===== src/rtl/qam_fifo_ctrl_if.sv =====
// Handshake and memory-side bundle for qam_fifo_ctrl.
// master = the controller, slave = requesters / memory / consumer.
`timescale 1ns/1ps
interface qam_fifo_ctrl_if;
  logic       src0_valid;
  logic       src1_valid;
  logic [7:0] src0_data;
  logic [7:0] src1_data;
  logic       src0_ready;
  logic       src1_ready;
  logic       mem_write_enable;
  logic [3:0] mem_write_pointer;
  logic [7:0] mem_data_in;
  logic       mem_read_enable;
  logic [3:0] mem_read_pointer;
  logic [7:0] mem_data_out;
  logic       full;
  logic       empty;
  logic [2:0] level;
  logic       out_valid;
  logic [7:0] out_data;
  logic       out_ready;
  logic       last_grant;

  modport master (
    input  src0_valid, src1_valid, src0_data, src1_data, mem_data_out, out_ready,
    output src0_ready, src1_ready, mem_write_enable, mem_write_pointer, mem_data_in,
           mem_read_enable, mem_read_pointer, full, empty, level, out_valid, out_data,
           last_grant
  );

  modport slave (
    output src0_valid, src1_valid, src0_data, src1_data, mem_data_out, out_ready,
    input  src0_ready, src1_ready, mem_write_enable, mem_write_pointer, mem_data_in,
           mem_read_enable, mem_read_pointer, full, empty, level, out_valid, out_data,
           last_grant
  );
endinterface


===== src/rtl/qam_fifo_ctrl.sv =====
// Two-requester round-robin front end for a 4-entry external memory FIFO,
// with a one-entry valid/ready output stage fed by the registered memory read port.
`timescale 1ns/1ps
module qam_fifo_ctrl (
  input  logic             clk,
  input  logic             reset,
  qam_fifo_ctrl_if.master  bus
);
  localparam int unsigned PTR_W  = 3;
  localparam int unsigned IDX_W  = 2;
  localparam int unsigned ADDR_W = 4;
  localparam int unsigned LVL_W  = 3;
  localparam int unsigned DEPTH  = 4;

  logic [PTR_W-1:0] wptr_q, wptr_d;
  logic [PTR_W-1:0] rptr_q, rptr_d;
  logic             out_valid_q, out_valid_d;
  logic             last_grant_q, last_grant_d;

  logic [LVL_W-1:0] level_c;
  logic             full_c, empty_c;
  logic             gnt0_c, gnt1_c;
  logic             wr_en_c, rd_en_c;

  // Occupancy flags come from the pointer registers only.
  always_comb begin
    level_c = LVL_W'(wptr_q - rptr_q);
    full_c  = (level_c == LVL_W'(DEPTH));
    empty_c = (level_c == '0);
  end

  // Round-robin: on contention the requester not granted last time wins.
  always_comb begin
    gnt0_c  = !full_c && bus.src0_valid && (!bus.src1_valid || last_grant_q);
    gnt1_c  = !full_c && bus.src1_valid && (!bus.src0_valid || !last_grant_q);
    wr_en_c = gnt0_c || gnt1_c;
    rd_en_c = !empty_c && (!out_valid_q || bus.out_ready);
  end

  always_comb begin
    wptr_d       = wptr_q;
    rptr_d       = rptr_q;
    out_valid_d  = out_valid_q;
    last_grant_d = last_grant_q;
    if (wr_en_c) begin
      wptr_d       = wptr_q + PTR_W'(1);
      last_grant_d = gnt1_c;
    end
    // A read refills the output stage in the same edge that may drain it.
    if (rd_en_c) begin
      rptr_d      = rptr_q + PTR_W'(1);
      out_valid_d = 1'b1;
    end else if (out_valid_q && bus.out_ready) begin
      out_valid_d = 1'b0;
    end
  end

  always_ff @(posedge clk or posedge reset) begin
    if (reset) begin
      wptr_q       <= '0;
      rptr_q       <= '0;
      out_valid_q  <= 1'b0;
      last_grant_q <= 1'b1;
    end else begin
      wptr_q       <= wptr_d;
      rptr_q       <= rptr_d;
      out_valid_q  <= out_valid_d;
      last_grant_q <= last_grant_d;
    end
  end

  assign bus.src0_ready        = gnt0_c;
  assign bus.src1_ready        = gnt1_c;
  assign bus.mem_write_enable  = wr_en_c;
  assign bus.mem_write_pointer = {(ADDR_W-IDX_W)'(0), wptr_q[IDX_W-1:0]};
  assign bus.mem_data_in       = gnt0_c ? bus.src0_data : bus.src1_data;
  assign bus.mem_read_enable   = rd_en_c;
  assign bus.mem_read_pointer  = {(ADDR_W-IDX_W)'(0), rptr_q[IDX_W-1:0]};
  assign bus.full              = full_c;
  assign bus.empty             = empty_c;
  assign bus.level             = level_c;
  assign bus.out_valid         = out_valid_q;
  assign bus.out_data          = bus.mem_data_out;
  assign bus.last_grant        = last_grant_q;
endmodule


===== src/flat_wrapper.sv =====
// flat-port wrapper written by rule: the top's interface ports become plain ports
module qam_fifo_ctrl_flat 
  (clk, reset, bus_src0_valid, bus_src1_valid, bus_src0_data, bus_src1_data, bus_mem_data_out, bus_out_ready, bus_src0_ready, bus_src1_ready, bus_mem_write_enable, bus_mem_write_pointer, bus_mem_data_in, bus_mem_read_enable, bus_mem_read_pointer, bus_full, bus_empty, bus_level, bus_out_valid, bus_out_data, bus_last_grant);
  qam_fifo_ctrl_if bus_i ();
  input  logic clk;
  input  logic reset;
  input wire logic [$bits(bus_i.src0_valid)-1:0] bus_src0_valid;
  input wire logic [$bits(bus_i.src1_valid)-1:0] bus_src1_valid;
  input wire logic [$bits(bus_i.src0_data)-1:0] bus_src0_data;
  input wire logic [$bits(bus_i.src1_data)-1:0] bus_src1_data;
  input wire logic [$bits(bus_i.mem_data_out)-1:0] bus_mem_data_out;
  input wire logic [$bits(bus_i.out_ready)-1:0] bus_out_ready;
  output wire logic [$bits(bus_i.src0_ready)-1:0] bus_src0_ready;
  output wire logic [$bits(bus_i.src1_ready)-1:0] bus_src1_ready;
  output wire logic [$bits(bus_i.mem_write_enable)-1:0] bus_mem_write_enable;
  output wire logic [$bits(bus_i.mem_write_pointer)-1:0] bus_mem_write_pointer;
  output wire logic [$bits(bus_i.mem_data_in)-1:0] bus_mem_data_in;
  output wire logic [$bits(bus_i.mem_read_enable)-1:0] bus_mem_read_enable;
  output wire logic [$bits(bus_i.mem_read_pointer)-1:0] bus_mem_read_pointer;
  output wire logic [$bits(bus_i.full)-1:0] bus_full;
  output wire logic [$bits(bus_i.empty)-1:0] bus_empty;
  output wire logic [$bits(bus_i.level)-1:0] bus_level;
  output wire logic [$bits(bus_i.out_valid)-1:0] bus_out_valid;
  output wire logic [$bits(bus_i.out_data)-1:0] bus_out_data;
  output wire logic [$bits(bus_i.last_grant)-1:0] bus_last_grant;
  assign bus_i.src0_valid = bus_src0_valid;
  assign bus_i.src1_valid = bus_src1_valid;
  assign bus_i.src0_data = bus_src0_data;
  assign bus_i.src1_data = bus_src1_data;
  assign bus_i.mem_data_out = bus_mem_data_out;
  assign bus_i.out_ready = bus_out_ready;
  assign bus_src0_ready = bus_i.src0_ready;
  assign bus_src1_ready = bus_i.src1_ready;
  assign bus_mem_write_enable = bus_i.mem_write_enable;
  assign bus_mem_write_pointer = bus_i.mem_write_pointer;
  assign bus_mem_data_in = bus_i.mem_data_in;
  assign bus_mem_read_enable = bus_i.mem_read_enable;
  assign bus_mem_read_pointer = bus_i.mem_read_pointer;
  assign bus_full = bus_i.full;
  assign bus_empty = bus_i.empty;
  assign bus_level = bus_i.level;
  assign bus_out_valid = bus_i.out_valid;
  assign bus_out_data = bus_i.out_data;
  assign bus_last_grant = bus_i.last_grant;
  qam_fifo_ctrl u_core (.clk(clk), .reset(reset), .bus(bus_i));
endmodule

===== config.mk =====
export PLATFORM = sky130hd
export DESIGN_NAME = qam_fifo_ctrl_flat
export DESIGN_NICKNAME = d
export VERILOG_FILES = /design/src/rtl/qam_fifo_ctrl_if.sv /design/src/rtl/qam_fifo_ctrl.sv /design/src/flat_wrapper.sv
export SDC_FILE = /design/constraint.sdc
export NUM_CORES = 1
export LEC_CHECK = 0
export ABC_CLOCK_PERIOD_IN_PS = 2900
export CAP_MARGIN = 20
export CORE_MARGIN = 8
export CORE_UTILIZATION = 31
export DETAILED_ROUTE_END_ITERATION = 7
export PLACE_DENSITY_LB_ADDON = 0.2
export RECOVER_POWER = 25
export SLEW_MARGIN = 5
export SYNTH_ARGS = -nofsm -noshare
export SYNTH_HDL_FRONTEND = slang
export SYNTH_SLANG_ARGS = --single-unit

===== constraint.sdc =====
create_clock -name clk -period 2.9 [get_ports clk]
set_input_delay 0.435 -clock clk [delete_from_list [all_inputs] [get_ports clk]]
set_output_delay 0.435 -clock clk [all_outputs]
set_load 0.01 [all_outputs]

Word level (Yosys, flattened, before mapping) --
Cells that the tools add are included.
Word-level totals: logic and storage cells 29, register bits after elaboration 8, input bits 29
Operators by class: eq/ne operators 1, add/sub/neg operators 3, multiplexer cells 3, reductions and logical operators 18
Operators with widths (count):
- 8-bit two-way mux | 1
- 3-bit by 1-bit adder with 3-bit output (second input constant) | 2
- 1-bit logical AND | 6
- 1-bit zero test | 6
- 1-bit logical OR | 4
- 3-bit == test (second input constant) | 1
- 3-bit zero test | 1
- 3-bit subtractor | 1
- 1-bit two-way mux | 2
- 2-bit nonzero test | 1

Logic depth before layout (Yosys ltp) --
Gate-level depths: netlist of run 1.
depth after elaboration 6, depth in mapped cells 6, gate-level depth less buffers 6

Least setup slack after synthesis of run 1 --
OpenSTA, ideal clock, no wires.
path kind register to output, start point reg u_core.rptr_q[0], end point out bus_mem_data_in[0], slack 0.432 ns, buffers on the path 0, arrival 2.033 ns, stages on the path, launching flop included 6, cells stage by stage dfrtp_1 > ha_1 > fa_1 > xnor3_2 > o211ai_4 > mux2_2
Between the ends: word-level cells in the longest chain between the ends 6
RTL lines:
- start: declaration | line qam_fifo_ctrl.sv:16 | logic [PTR_W-1:0] rptr_q, rptr_d;
- start signal: assignment | line qam_fifo_ctrl.sv:66 | rptr_q <= rptr_d;
- 3-bit subtractor | line qam_fifo_ctrl.sv:27 | level_c = LVL_W'(wptr_q - rptr_q);
- 3-bit == test | line qam_fifo_ctrl.sv:28 | full_c = (level_c == LVL_W'(DEPTH));
- 1-bit zero test | line qam_fifo_ctrl.sv:34 | gnt0_c = !full_c && bus.src0_valid && (!bus.src1_valid || last_grant_q);
- 1-bit logical AND (2 in a row) | line qam_fifo_ctrl.sv:34
- 8-bit two-way mux | line qam_fifo_ctrl.sv:76 | assign bus.mem_data_in = gnt0_c ? bus.src0_data : bus.src1_data;
- end: declaration | line flat_wrapper.sv:17 | output wire logic [$bits(bus_i.mem_data_in)-1:0] bus_mem_data_in;
No other way between the ends.

Worst setup path after layout of run 1 --
start point reg u_core.rptr_q[0], end point out bus_mem_data_in[4]
Same word-level chain as after synthesis.

==> impl_metrics.py, run 1 <==
metrics = {
    "synthesis": {
        "yosys.cell_types.count": 27,
        "synth_flop_cell": "dfrtp_1",
        "yosysWarnings": 0,
        "yosysSeqAreaShare_pct": 27.2,
        "netlist_area_um2": 739,
        "synth_top_area_share_pct": 23.7,
        "synth_top_cell_by_area": "dfrtp_1",
        "synth_edf_count": 0,
        "syn-mean-instance-area_um2": 9.73,
        "synth_commonest_cells": "buf_4 (16), inv_1 (10), mux2_2 (10)",
        "synth_most_common_cell": "buf_4",
        "synthArstFlopShare_pct": 100,
        "ys_seq_elements": 8,
        "syn_inst": 76,
        "yosys-top-cells-area": "dfrtp_1 (24%), buf_4 (16%), mux2_2 (15%)",
    },
    "setup_path": {
        "r2r_slack_ns": 0.72,
        "crit_required_ns": 2.47,
        "worst-setup-path-type": "reg2out",
        "startpoint_type": "flop",
        "slowest_delay_ns": 0.56,
        "end_kind": "output pin",
        "reg2reg_depth": 7,
        "crit_top_cell": "buf_6",
        "critPathMaxFanout": 5,
        "regToRegStartpoint": "u_core.rptr_q[0]",
        "cpMaxStageDelayCell": "fa_2",
        "cp_cell_sequence": "ha_2 -> fa_2 -> nand2_4 -> o211ai_4 -> buf_6 -> buf_6 -> mux2_4 -> buf_6",
        "rr_endpoint": "u_core.wptr_q[1]",
        "crit_arrival_ns": 2.39,
    },
    "pwr": {
        "p_leak_nw": 0.608,
        "powerDensity_nw_per_um2": 1460,
        "ir_drop_mv": 0.851,
        "finalPower_mw": 1.83,
    },
    "final_layout": {
        "nFillCells": 202,
        "layout-drive-gt1-share_pct": 33.9,
        "final_util_pct": 56.4,
        "area_growth_pct": 70.4,
        "postLayoutCellArea_um2": 1260,
        "seq_area_um2": 201,
        "diodes": 0,
        "fin_nets": 158,
        "finalNonFillerCells": 152,
        "multi_input_area_um2": 432,
    },
    "placed_design": {
        "dp_worst_setup_slack_ns": -0.0235,
        "routabilityCongestion": 0.685,
        "io_buffers": 43,
        "dp_cells": 140,
        "place_area_um2": 1140,
        "hpwl_um": 1660,
    },
    "route": {
        "vias": 701,
        "drt_drc_violations_left": 0,
        "drt_iter0_drc": 13,
        "routed_wirelength_um": 2250,
        "avgRoutedWirePerCell_um": 14.8,
        "final_antenna_net_count": 0,
        "vias_per_cell": 4.61,
        "dr.pass1.iters": 3,
    },
    "clocking": {
        "cts_sinks": 8,
        "hold_buffers": 0,
        "root_buffer": "clkbuf_4",
        "cts_made_buffers": 3,
        "cts_tree": "done",
        "cts.clk_slew.worst_paths_ns": 0.07,
        "clk_latency_ns": 0.26,
        "clockBufferDepth": 2,
        "cts-htree-levels": 1,
    },
    "sta": {
        "period_minus_slack_ns": 2.83,
        "finalHoldViolations": 0,
        "setup_tns_ns": 0,
        "clock_skew_ns": 0.0105,
        "fmax_mhz": 354,
        "whs_ns": 0.507,
        "min_period_over_period_pct": 97.5,
        "rsz0062_at_grt": "true",
        "slew_violations": 0,
        "setup_viol": 0,
        "setup_slack_ns": 0.0735,
    },
    "global_route": {
        "grt_pass1_vias": 840,
        "grt_max_degree": 9,
        "antenna_found_initial": 0,
        "grt_usage_pct": 10.7,
        "grt_pass1_wl_um": 3600,
        "grt-ovfl-total": 0,
    },
    "outcome": {
        "status": "finished clean",
    },
    "hold_path": {
        "min_from": "u_core.bus.last_grant",
        "worstHoldEndpoint": "u_core.bus.last_grant",
        "hold_class": "reg2reg",
        "hold_depth": 1,
    },
    "floorplan": {
        "io_pins": 64,
        "die_area_um2": 4200,
        "core_um2": 2230,
        "die_x_um": 64.8,
        "rows": 17,
        "initial_core_util_pct": 33.1,
        "dieHeight_um": 64.8,
    },
    "job": {
        "cap_violations": 0,
    },
}
layout by cell type, fill, tap and decap left out, types with 2 or more instances in the layout:
master / count
inv_1: 10
buf_6: 8
dlymetal6s2s_1: 2
buf_2: 3
mux2_2: 9
dfrtp_1: 7
clkdlybuf4s50_1: 29
o211ai_4: 2
conb_1: 4
ha_1: 2
nand2b_1: 2
buf_4: 7
clkbuf_4: 3
nor3_1: 2
o21ai_0: 3
dlygate4sd2_1: 4
xor2_1: 3
clkbuf_2: 2
power breakdown:
group	switching [mW]	internal, mW	leakage, nW
Sequential	0.0540	0.175	0.0907
Clock	0.0469	0.0530	0.0150
Combinational	0.673	0.832	0.502
state kept, by name (all words and copies together) (netlist names):
register / cells
u_core.bus.last_grant: 1
u_core.rptr_q: 3
u_core.wptr_q: 3
u_core.bus.out_valid: 1
worst max path at each step:
stage / cells past startpoint / end / startpoint
floorplan: 5 / bus_mem_data_in[0] / u_core.rptr_q[0]
global placement: 6 / bus_mem_data_in[4] / u_core.rptr_q[0]
detailed placement: 6 / bus_mem_data_in[2] / u_core.rptr_q[0]
CTS: 8 / bus_mem_data_in[4] / u_core.rptr_q[0]
global route: 9 / bus_mem_data_in[4] / u_core.wptr_q[0]
finish: 8 / bus_mem_data_in[4] / u_core.rptr_q[0]
cell families after synthesis:
group,synth area share (%)
buffers and inverters,21.3
and+or+nand+nor,9.64
muxes,15.2
AOI/OAI and AO/OA,10.3
DFF,27.2
xor gates and xnor gates,7.95
adders and majority gates,7.78
other,0.507
repair_timing:
action,4_1_cts,5_1_grt
gates resized for setup,42,6
setup endpoints to repair,12,10
setup buffers,6,1
pin swaps,4,2
cloned,1,0
cell type report:
type / count / area share (%)
Tap cell: 28 / 2.78
Inverter: 10 / 2.98
Clock buffer: 4 / 2.09
Timing Repair Buffer: 56 / 41.9
Sequential cell: 8 / 16.0
Multi-Input combinational cell: 46 / 34.3
worst max-delay path, delay by kind of cell, from the launching register on:
| family | cells | cell delay, ns |
|---|---|---|
| AO/OA/AOI/OAI | 1 | 0.27 |
| adder cells (fa/ha/maj) | 2 | 0.74 |
| buffers and inverters | 3 | 0.34 |
| flip-flops | 1 | 0.39 |
| multiplexers | 1 | 0.29 |
| AND/OR/NAND/NOR | 1 | 0.10 |
routing by layer:
layer | share of wire (%) | track usage, % | vias to the layer above
met2 | 47 | 17.6 | 46
met5 | 0 | 0 | -
li1 | - | - | 333
met4 | 0.40 | 2.18 | 0
met3 | 17 | 9.97 | 2
met1 | 36 | 9.40 | 320
Note: power is estimated with default switching activity, not from simulation.
==> inputs of run 2 (changes only) <==
--- a/config.mk
+++ b/config.mk
@@ -5,10 +5,9 @@
 export SDC_FILE = /design/constraint.sdc
 export NUM_CORES = 1
 export LEC_CHECK = 0
-export ABC_CLOCK_PERIOD_IN_PS = 2900
+export ABC_CLOCK_PERIOD_IN_PS = 3300
 export CAP_MARGIN = 20
-export CORE_MARGIN = 8
-export CORE_UTILIZATION = 31
+export CORE_UTILIZATION = 34
 export DETAILED_ROUTE_END_ITERATION = 7
 export PLACE_DENSITY_LB_ADDON = 0.2
 export RECOVER_POWER = 25
==> constraint.sdc (replaced) <==
create_clock -name clk -period 3.3 [get_ports clk]
set_input_delay 0.495 -clock clk [delete_from_list [all_inputs] [get_ports clk]]
set_output_delay 0.495 -clock clk [all_outputs]
set_load 0.01 [all_outputs]
==> run 2 against run 1 <==
  * Via count decreased by 5.7%
  * Cell area decreased by 6.0%
  * Critical path depth decreased by 1
  * Highest routed layer unchanged
==> impl_metrics.py, run 2 (synthesis results as in run 1) <==
metrics = {
    "sta": {
        "slew_violations": 0,
        "whs_ns": 0.505,
        "period_minus_slack_ns": 3.20,
        "setup_slack_ns": 0.0976,
        "min_period_over_period_pct": 97.0,
        "fmax_mhz": 312,
        "clock_skew_ns": 0.0116,
        "setup_tns_ns": 0,
        "finalHoldViolations": 0,
        "setup_viol": 0,
    },
    "setup_path": {
        "crit_required_ns": 2.80,
        "startpoint_type": "flop",
        "worst-setup-path-type": "reg2out",
        "end_kind": "output pin",
        "critPathMaxFanout": 5,
        "regToRegStartpoint": "u_core.rptr_q[0]",
        "r2r_slack_ns": 1.10,
        "reg2reg_depth": 6,
        "crit_arrival_ns": 2.71,
        "rr_endpoint": "u_core.wptr_q[1]",
    },
    "floorplan": {
        "rows": 16,
        "core_um2": 2000,
        "die_x_um": 48.6,
        "initial_core_util_pct": 36.9,
        "dieHeight_um": 48.6,
        "io_pins": 64,
        "die_area_um2": 2370,
    },
    "global_route": {
        "grt-ovfl-total": 0,
        "antenna_found_initial": 0,
        "grt_pass1_wl_um": 3070,
        "grt_usage_pct": 16.7,
        "grtUsageMet3_pct": 5.03,
        "grt_max_degree": 9,
        "grt_use_met1_pct": 17.9,
        "grt_most_used_layer": "met2",
        "grt_pass1_vias": 751,
        "met2_usage_pct": 29.4,
    },
    "placed_design": {
        "io_buffers": 43,
        "dp_worst_setup_slack_ns": 0.165,
        "hpwl_um": 1410,
        "dp_cells": 133,
        "routabilityCongestion": 0.735,
        "place_area_um2": 1090,
    },
    "clocking": {
        "clk_latency_ns": 0.25,
        "cts.clk_slew.worst_paths_ns": 0.06,
        "cts-htree-levels": 1,
        "clockBufferDepth": 2,
        "cts_sinks": 8,
        "cts_made_buffers": 3,
        "root_buffer": "clkbuf_4",
        "cts_tree": "done",
    },
    "route": {
        "dr.pass1.iters": 4,
        "vias": 661,
        "final_antenna_net_count": 0,
        "routed_wirelength_um": 1790,
        "drt_iter0_drc": 6,
        "vias_per_cell": 4.65,
        "drt_drc_violations_left": 0,
        "avgRoutedWirePerCell_um": 12.6,
    },
    "hold_path": {
        "worstHoldEndpoint": "u_core.bus.last_grant",
        "min_from": "u_core.bus.last_grant",
        "hold_class": "reg2reg",
        "hold_depth": 1,
    },
    "final_layout": {
        "finalNonFillerCells": 142,
        "layout-drive-gt1-share_pct": 20.9,
        "layout_commonest_cell": "clkdlybuf4s50_1",
        "final_util_pct": 59.2,
        "area_growth_pct": 60.2,
        "multi_input_area_um2": 397,
        "fin_nets": 149,
        "postLayoutCellArea_um2": 1180,
        "final_cell_mix": "clkdlybuf4s50_1 (35), mux2_2 (10), inv_1 (10)",
        "top_regs": "u_core.rptr_q: 3 flops, u_core.wptr_q: 3 flops",
        "seq_area_um2": 201,
        "diodes": 0,
        "nFillCells": 182,
    },
    "pwr": {
        "finalPower_mw": 1.39,
        "clockPowerShare_pct": 5.9,
        "p_sw_share_pct": 40.9,
        "p_int_mw": 0.820,
        "p_leak_nw": 0.576,
        "powerDensity_nw_per_um2": 1170,
        "p_seq_share_pct": 14.8,
        "switchingPower_mw": 0.568,
        "ir_drop_mv": 0.857,
        "combPwrFrac_pct": 79.4,
    },
    "job": {
        "cap_violations": 0,
    },
    "outcome": {
        "status": "finished clean",
    },
}
run 2: cell count changes in the layout (fill, tap and decap cells not counted), moves of 3 or more:
cell,change
clkdlybuf4s50_1,+6
buf_4,-3
dlygate4sd2_1,-4
dlymetal6s2s_1,+5
buf_2,-3
buf_6,-7
run 2: repair_timing:
action,4_1_cts,5_1_grt
resized for setup,0,10
gates cloned,0,0
hold buffers,0,0
buffers inserted,4,1
setup endpoints to repair,8,9
pin swaps,1,0
run 2: worst max-delay path by stage:
stage	startpoint	end	slack, ns	cells after the start
finish	u_core.rptr_q[0]	bus_mem_data_in[0]	0.1	7
CTS	u_core.rptr_q[0]	bus_mem_data_in[7]	0.002	7
global placement	u_core.wptr_q[0]	bus_mem_data_in[2]	0.21	7
floorplan	u_core.rptr_q[0]	bus_mem_data_in[0]	0.77	5
global route	u_core.rptr_q[0]	bus_mem_data_in[0]	-0.0009	7
detailed placement	u_core.wptr_q[0]	bus_mem_data_in[2]	0.16	7
run 2: area by class of cell:
| type | count | share of cell area [%] |
|---|---|---|
| inverter | 10 | 3.17 |
| sequential | 8 | 17.0 |
| timing repair buffer | 48 | 41.3 |
| tap | 27 | 2.85 |
| clock buffer | 4 | 2.22 |
| multi-input combinational | 45 | 33.5 |
run 2: critical path: stages, from the launching register on:
cell and delay, ns:
dfrtp_1 0.42, ha_1 0.23, fa_2 0.37, xnor3_2 0.28, o211ai_4 0.21, buf_6 0.15, mux2_2 0.32, clkdlybuf4s50_1 0.47
run 2: layer usage:
metal / vias to the layer above / wire length, um
li1: 314 / -
met1: 305 / 690
met2: 38 / 905
met3: 4 / 169
met4: 0 / 23
met5: - / 0
run 2: power by group through the flow:
| stage | clock (mW) | combinational, mW | sequential [mW] |
|---|---|---|---|
| after floorplan | 0 | 0.611 | 0.202 |
| after global placement | 0 | 1.01 | 0.209 |
| after detailed placement | 0 | 1.01 | 0.211 |
| after CTS | 0.0849 | 1.08 | 0.205 |
| after global routing | 0.0915 | 1.20 | 0.215 |
| final | 0.0813 | 1.10 | 0.205 |
